[src/rtl/ball_motion_controller.sv]
// Ball motion and game sequencing for the 64x64 pong field.
// Holds ball position and direction, serve/point/game-over flow and both
// scores. Collision inputs are evaluated against the current bx/by on a tick.
module ball_motion_controller #(
    parameter int unsigned FIELD_MAX   = 63,
    parameter int unsigned START_X     = 32,
    parameter int unsigned START_Y     = 32,
    parameter int unsigned SERVE_DELAY = 4,
    parameter int unsigned WIN_SCORE   = 7
) (
    input  logic       clk,
    input  logic       reset,
    input  logic       tick,
    input  logic       start,
    input  logic [1:0] paddle_collision,
    input  logic       wall_collision,
    output logic [5:0] bx,
    output logic [5:0] by,
    output logic [2:0] score1,
    output logic [2:0] score2,
    output logic       in_play,
    output logic [1:0] point_pulse,
    output logic       game_over
);

    localparam logic [5:0] LP_MAX   = 6'(FIELD_MAX);
    localparam logic [5:0] LP_MID   = 6'((FIELD_MAX + 1) / 2);
    localparam logic [5:0] LP_SX    = 6'(START_X);
    localparam logic [5:0] LP_SY    = 6'(START_Y);
    localparam logic [3:0] LP_DELAY = 4'(SERVE_DELAY);
    localparam logic [2:0] LP_WIN   = 3'(WIN_SCORE);

    typedef enum logic [2:0] {
        S_IDLE,
        S_SERVE,
        S_PLAY,
        S_POINT,
        S_GAME_OVER
    } state_t;

    state_t     r_state, w_state_nxt;
    logic [5:0] r_bx, r_by, w_bx_nxt, w_by_nxt;
    logic       r_dx, r_dy, w_dx_nxt, w_dy_nxt;
    logic [2:0] r_score1, r_score2, w_score1_nxt, w_score2_nxt;
    logic [3:0] r_cnt, w_cnt_nxt;
    logic [1:0] r_point_pulse, w_pulse_nxt;
    logic       r_in_play, r_game_over;

    logic       w_dx_new, w_dy_new;
    logic       w_miss_right, w_miss_left, w_win;

    function automatic logic [2:0] sat_inc(input logic [2:0] v);
        return (v == 3'd7) ? 3'd7 : v + 3'd1;
    endfunction

    // Direction after this tick's collisions; a paddle bit only counts when
    // the ball is actually travelling toward that paddle.
    always_comb begin
        w_dy_new = r_dy;
        if (wall_collision) w_dy_new = (r_by < LP_MID);
        w_dx_new = r_dx;
        if (!r_dx && paddle_collision[0])     w_dx_new = 1'b1;
        else if (r_dx && paddle_collision[1]) w_dx_new = 1'b0;
    end

    assign w_miss_right = r_dx && (r_bx == LP_MAX) && !paddle_collision[1];
    assign w_miss_left  = !r_dx && (r_bx == 6'd0) && !paddle_collision[0];
    assign w_win = (r_point_pulse[0] && (r_score1 == LP_WIN)) ||
                   (r_point_pulse[1] && (r_score2 == LP_WIN));

    // Next-state and datapath update for every game phase.
    always_comb begin
        // NOTE: every variable gets a default first so no path leaves it unassigned (no latch).
        w_state_nxt  = r_state;
        w_bx_nxt     = r_bx;
        w_by_nxt     = r_by;
        w_dx_nxt     = r_dx;
        w_dy_nxt     = r_dy;
        w_score1_nxt = r_score1;
        w_score2_nxt = r_score2;
        w_cnt_nxt    = r_cnt;
        w_pulse_nxt  = 2'b00;
        case (r_state)
            S_IDLE: begin
                if (start) begin
                    w_state_nxt = S_SERVE;
                    w_cnt_nxt   = LP_DELAY;
                end
            end
            S_SERVE: begin
                if (tick) begin
                    w_cnt_nxt = r_cnt - 4'd1;
                    if (r_cnt == 4'd1) w_state_nxt = S_PLAY;
                end
            end
            S_PLAY: begin
                if (tick) begin
                    if (w_miss_right || w_miss_left) begin
                        // Score, recentre, and serve toward the player who lost.
                        w_state_nxt = S_POINT;
                        w_bx_nxt    = LP_SX;
                        w_by_nxt    = LP_SY;
                        w_dy_nxt    = 1'b1;
                        w_dx_nxt    = w_miss_right;
                        if (w_miss_right) begin
                            w_score1_nxt = sat_inc(r_score1);
                            w_pulse_nxt  = 2'b01;
                        end else begin
                            w_score2_nxt = sat_inc(r_score2);
                            w_pulse_nxt  = 2'b10;
                        end
                    end else begin
                        w_dx_nxt = w_dx_new;
                        w_dy_nxt = w_dy_new;
                        if (w_dx_new && r_bx != LP_MAX)    w_bx_nxt = r_bx + 6'd1;
                        else if (!w_dx_new && r_bx != 6'd0) w_bx_nxt = r_bx - 6'd1;
                        // At a vertical edge heading out: hold and reflect.
                        if (w_dy_new) begin
                            if (r_by == LP_MAX) w_dy_nxt = 1'b0;
                            else                w_by_nxt = r_by + 6'd1;
                        end else begin
                            if (r_by == 6'd0)   w_dy_nxt = 1'b1;
                            else                w_by_nxt = r_by - 6'd1;
                        end
                    end
                end
            end
            S_POINT: begin
                if (w_win) begin
                    w_state_nxt = S_GAME_OVER;
                end else begin
                    w_state_nxt = S_SERVE;
                    w_cnt_nxt   = LP_DELAY;
                end
            end
            S_GAME_OVER: begin
                if (start) begin
                    w_state_nxt  = S_SERVE;
                    w_cnt_nxt    = LP_DELAY;
                    w_score1_nxt = 3'd0;
                    w_score2_nxt = 3'd0;
                    w_dx_nxt     = 1'b1;
                    w_dy_nxt     = 1'b1;
                end
            end
            default: w_state_nxt = S_IDLE;
        endcase
    end

    // State and datapath registers with synchronous reset.
    always_ff @(posedge clk) begin
        // NOTE: non-blocking assignments so every register samples pre-edge values.
        if (reset) begin
            r_state       <= S_IDLE;
            r_bx          <= LP_SX;
            r_by          <= LP_SY;
            r_dx          <= 1'b1;
            r_dy          <= 1'b1;
            r_score1      <= 3'd0;
            r_score2      <= 3'd0;
            r_cnt         <= 4'd0;
            r_point_pulse <= 2'b00;
            r_in_play     <= 1'b0;
            r_game_over   <= 1'b0;
        end else begin
            r_state       <= w_state_nxt;
            r_bx          <= w_bx_nxt;
            r_by          <= w_by_nxt;
            r_dx          <= w_dx_nxt;
            r_dy          <= w_dy_nxt;
            r_score1      <= w_score1_nxt;
            r_score2      <= w_score2_nxt;
            r_cnt         <= w_cnt_nxt;
            r_point_pulse <= w_pulse_nxt;
            r_in_play     <= (w_state_nxt == S_PLAY);
            r_game_over   <= (w_state_nxt == S_GAME_OVER);
        end
    end

    assign bx          = r_bx;
    assign by          = r_by;
    assign score1      = r_score1;
    assign score2      = r_score2;
    assign in_play     = r_in_play;
    assign point_pulse = r_point_pulse;
    assign game_over   = r_game_over;

endmodule
[config.mk]
export PLATFORM = sky130hd
export DESIGN_NAME = ball_motion_controller
export DESIGN_NICKNAME = d
export VERILOG_FILES = /design/src/rtl/ball_motion_controller.sv
export SDC_FILE = /design/constraint.sdc
export NUM_CORES = 1
export LEC_CHECK = 0
export CORE_UTILIZATION = 39
export DETAILED_ROUTE_END_ITERATION = 8
export SLEW_MARGIN = 0
export SYNTH_ARGS = -nofsm -noshare
export SYNTH_HDL_FRONTEND = slang
export SYNTH_SLANG_ARGS = --single-unit
[constraint.sdc]
create_clock -name clk -period 2.11 [get_ports clk]
set_input_delay 0.211 -clock clk [delete_from_list [all_inputs] [get_ports clk]]
set_output_delay 0.211 -clock clk [all_outputs]
set_load 0.02 [all_outputs]
Word-level counts from Yosys, hierarchy flattened
Index checks and enable logic that the tools add are counted.

Mux-type cells: 43. Reduce and logical (&&, ||, !) cells: 31. Magnitude comparators: 1. Bitwise operators: 3. Eq/ne operators: 22. Add/sub/neg operators: 7.

Operators with widths (count): 2-to-1 mux 3 bit (15); 2-to-1 mux 6 bit (7); inequality test 2 bit, second input constant (7); adder 6 x 1 -> 6 bit, second input constant (2); equality test 3 bit, second input constant (4); equality test 6 bit, second input constant (2); logical NOT 6 bit (2); 2-to-1 mux 4 bit (3); case mux 3 bit (2 select lines) (2); case mux 3 bit (4 select lines) (1); case mux 4 bit (3 select lines) (1); subtractor 6 x 1 -> 6 bit, second input constant (2); 2-to-1 mux 1 bit (11); logical AND 1 bit (10); AND reduction 5 bit (2); equality test 3 x 2 -> 1 bit, second input constant (3); AND reduction 4 bit (2); adder 3 x 1 -> 3 bit, second input constant (2); < comparator 6 bit, second input constant (1); inequality test 3 bit, second input constant (2); inequality test 6 bit, second input constant (1); AND reduction 3 bit (2); nonzero test 3 bit (2); nonzero test 6 bit (1); 13 further kinds (20).

Logic and storage cells: 118. Register bits: 31. Output and inout port bits: 22.

Longest topological paths before layout
Depth in word-level cells: 8. Gate-level depth with buffers: 9.

Least setup slack after synthesis
Ideal clock, no wire load.

Kind: register to register. From: register r_bx[1] (netlist: bx[1]). To: register r_bx[4] (netlist: bx[4]). Data arrival time: 2.106 ns. Required time: 1.994 ns. Path buffers: 0. Path slack: -0.112 ns. Period minus slack after synthesis: 2.222 ns. Cell stages (with the launch flop): 10. Path through: dfxtp_1 nand4_1 o22ai_1 inv_1 fa_1 inv_1 a21o_1 a21oi_1 xnor2_1 a31o_2.

Word-level cells in the longest chain between the ends: 6.

RTL lines: start: declaration (line 42) `logic [5:0] r_bx, r_by, w_bx_nxt, w_by_nxt;`; start signal: assignment (line 167) `r_bx <= w_bx_nxt;`; parallel branches: the longest is 6 deep, another holds subtractor 6 x 1 -> 6 bit.

Several ways; the timed one is not identified. The select of a mux whose other input is x is not followed. A chain may end at the register's enable or synchronous reset.

Worst setup path in the final report
From: input wall_collision. To: register r_by[5] (netlist: by[5]).

Word-level cells in the longest chain between the ends: 3.

RTL lines: start: declaration (line 16) `input logic wall_collision,`; 2-to-1 mux 1 bit * (line 60) `if (wall_collision) w_dy_new = (r_by < LP_MID);`; inequality test 3 bit (no source line) / 2-to-1 mux 6 bit (equally long branches); AND reduction 4 bit (no source line) / 2-to-1 mux 6 bit (equally long branches); end signal: assignment (line 168) `r_by <= w_by_nxt;`; end: declaration (line 42).

Mark *: on every way between the ends. The rest lies on a longest branch, timed or not.

==> run metrics <==
final hold vios=0; clk_lat worst skew=0.29 ns; crit share post-route=between 90% and 100%; Total Power Consumption=0.001379 W; Worst Reg-to-Reg Cells=9; Critical Path AT=2.12 ns; H-tree levels=2; Lkg Pwr=1.153 nW; reg2reg start=bx[1]; area leader, netlist=dfxtp_1; Num Clock Sinks=31; Synth area leaders=dfxtp_1 (32%), ha_1 (7.8%), a21oi_1 (5.5%), nor2_1 (5.5%), inv_1 (2.5%); Slew HR=70.20%; internal reg-to-reg setup slack=roughly 0.18 ns; FF+latch count, synth=31; diode count=0; postcts setup bufs=0; total track usage=19.07%; GR Util met1=about a quarter; slew at the pin closest to its max-slew limit=0.4463 ns; hold crit path type=register to register; Worst-path clk slew=0.07 ns; Commonest cells post-synth=dfxtp_1 (31), nor2_1 (28), a21oi_1 (21), inv_1 (13), ha_1 (12); status=finished clean; Final min period=1.940 ns; most common cell in the synthesized netlist=dfxtp_1; Main synth FF type=dfxtp_1; Bufs on Longest Clock Path=2; nature of the critical path endpoint=register; worst hold start=bx[1]; CP Launch Type=input port; DRT Pass-1 Iters=4; DR iter-0 viols=47; Post-DRT Antenna Nets=0; Die Ht=72.11 um; Clock Skew=0.007268 ns; Power Density=510.3 nW/um2; grt met2 use=between 30% and 40%; Vias/cell=4.951; post-synth cell types=54; CP Max Fanout=3; sequential area share after synthesis=32.38%; mapped cell area=1917 um2; worst hold stages=2; Area Growth Syn to Fin=40.93%; mean area per synthesized cell=8.557 um2; Synth Instances=224; peak supply drop=~0.31 mV; Die Area=5199 um2; Critical Setup Path Class=input port to register; final slew viol count=0; Net count, final=about 320; CTS Buf Count=5; vias in the first global route=about 1.7k; Worst EP required=2.29 ns; final setup vio count=0; area of the multi-input gates=1231 um2; Fmax=around 0.52 GHz; routed len/inst=12.49 um; DRC=0; die width=72.11 um; number of synthesized flops with an enable pin=0; vias=approximately 1.8k; root buf cell=clkbuf_8; Row Count=25; initial core utilization=between 40% and 50%; global route hottest layer=met2; met3 GRT Util=4.167%; GP Congestion=0.8127; global-route wire length before repair=7714 um; layout cells sized above 1=23.23%; asr flop ratio synth=0%; largest net degree at the start of global routing=16; total of max-cap violations=0; Sequential Area=624.3 um2; dpl hpwl=3476 um; core area=4723 um2; unrepaired setup endpoints after global routing=false; port bufs=28; GRT overflow=0; CTS tree=built; num ports=29; Layout fillers=449; initial antenna violation count=0; post-synth top area share=32.38%; Hold Path End=bx[1]; worst r2r dst=bx[4]; wirelength, routed=4545 um; Synth Warn #=0; fin util=57.19%; syn_nets=~250
## cell usage in the layout (no fill, tap or decap), types with 4 or more instances in the layout
cell and instances:
buf_4 42, nor2_1 28, dfxtp_1 28, clkdlybuf4s50_1 28, a21oi_1 21, inv_1 13
ha_1 12, nand2_1 11, nand2b_1 7, clkbuf_8 6, a21o_1 5, xnor2_1 5
nor3_1 5, o32ai_1 5, o21ai_0 5, and3_1 4, nand3_1 4, xor2_1 4
## logic make-up (layout without fill, tap and decap cells)
group,Yosys count,after routing,share of synthesized area (%)
xor+xnor,9,9,4.112
mux,3,3,1.567
compound gates,59,59,20.76
simple gates,90,90,27.35
fa+ha+maj,14,14,9.922
buf+inv,18,91,3.916
flops,31,31,32.38
## state kept, by name, summed over array words and instances (netlist names)
| register | cells |
|---|---|
| bx | 6 |
| by | 6 |
| game_over | 1 |
| in_play | 1 |
| point_pulse | 2 |
| r_cnt | 4 |
| r_dx | 1 |
| r_dy | 1 |
| r_state | 3 |
| score1 | 3 |
| score2 | 3 |
## worst max path at each step
stage	from	endpoint	slack (ns)	depth (start not counted)
after detailed placement	wall_collision	by[5]	-0.22	8
final	wall_collision	by[5]	0.17	9
after CTS	wall_collision	by[5]	0.09	8
after floorplan	bx[4]	bx[4]	0.006	9
after global placement	wall_collision	by[5]	-0.15	9
after global routing	wall_collision	by[5]	0.01	10
## stage by stage
step / setup TNS [ns] / hold slack [ns] / std cells / setup slack (ns) / instance area (um2)
floorplan: 0 / 0.3989 / 224 / 0.005881 / 1927
global placement: -0.4958 / 0.4739 / 356 / -0.1477 / 2580
detailed placement: -0.7008 / 0.4900 / 356 / -0.2212 / 2580
CTS: 0 / 0.5009 / 364 / 0.08897 / 2698
global route: 0 / 0.5335 / 364 / 0.01422 / 2701
finish: 0 / 0.4987 / 364 / 0.1695 / 2701
## repair_timing
item | 4_1_cts | 5_1_grt
hold buffers | 0 | 0
resized for setup | 0 | 2
setup endpoints to repair | 0 | 2
## critical path, stage by stage
cell	delay, ns
clkdlybuf4s50_1	0.52
nand2_1	0.10
o21ai_2	0.09
ha_1	0.27
a211oi_1	0.26
o21bai_1	0.10
a21oi_1	0.19
xnor2_1	0.09
o32a_1	0.29
## area by class of cell
cell class | count | share of cell area (%)
multi-input cells | 175 | 45.58
clock buffers | 6 | 3.057
clock inverters | 2 | 1.297
well taps | 67 | 3.103
flip-flops and latches | 31 | 23.11
inverters | 13 | 1.806
repair buffers | 70 | 22.05
## layer usage
layer	vias up	wire length, um
met3	7	95
li1	953	-
met5	-	0
met1	825	2287
met4	0	86
met2	17	2075
## report_power, final
| part | switching [W] | internal (W) |
|---|---|---|
| clock | 0.000245 | 0.000382 |
| combinational | 0.0000687 | 0.0000798 |
| sequential | 0.00000942 | 0.000594 |
| total | 0.000323 | 0.00106 |
Note: power is estimated with default switching activity, not from simulation.
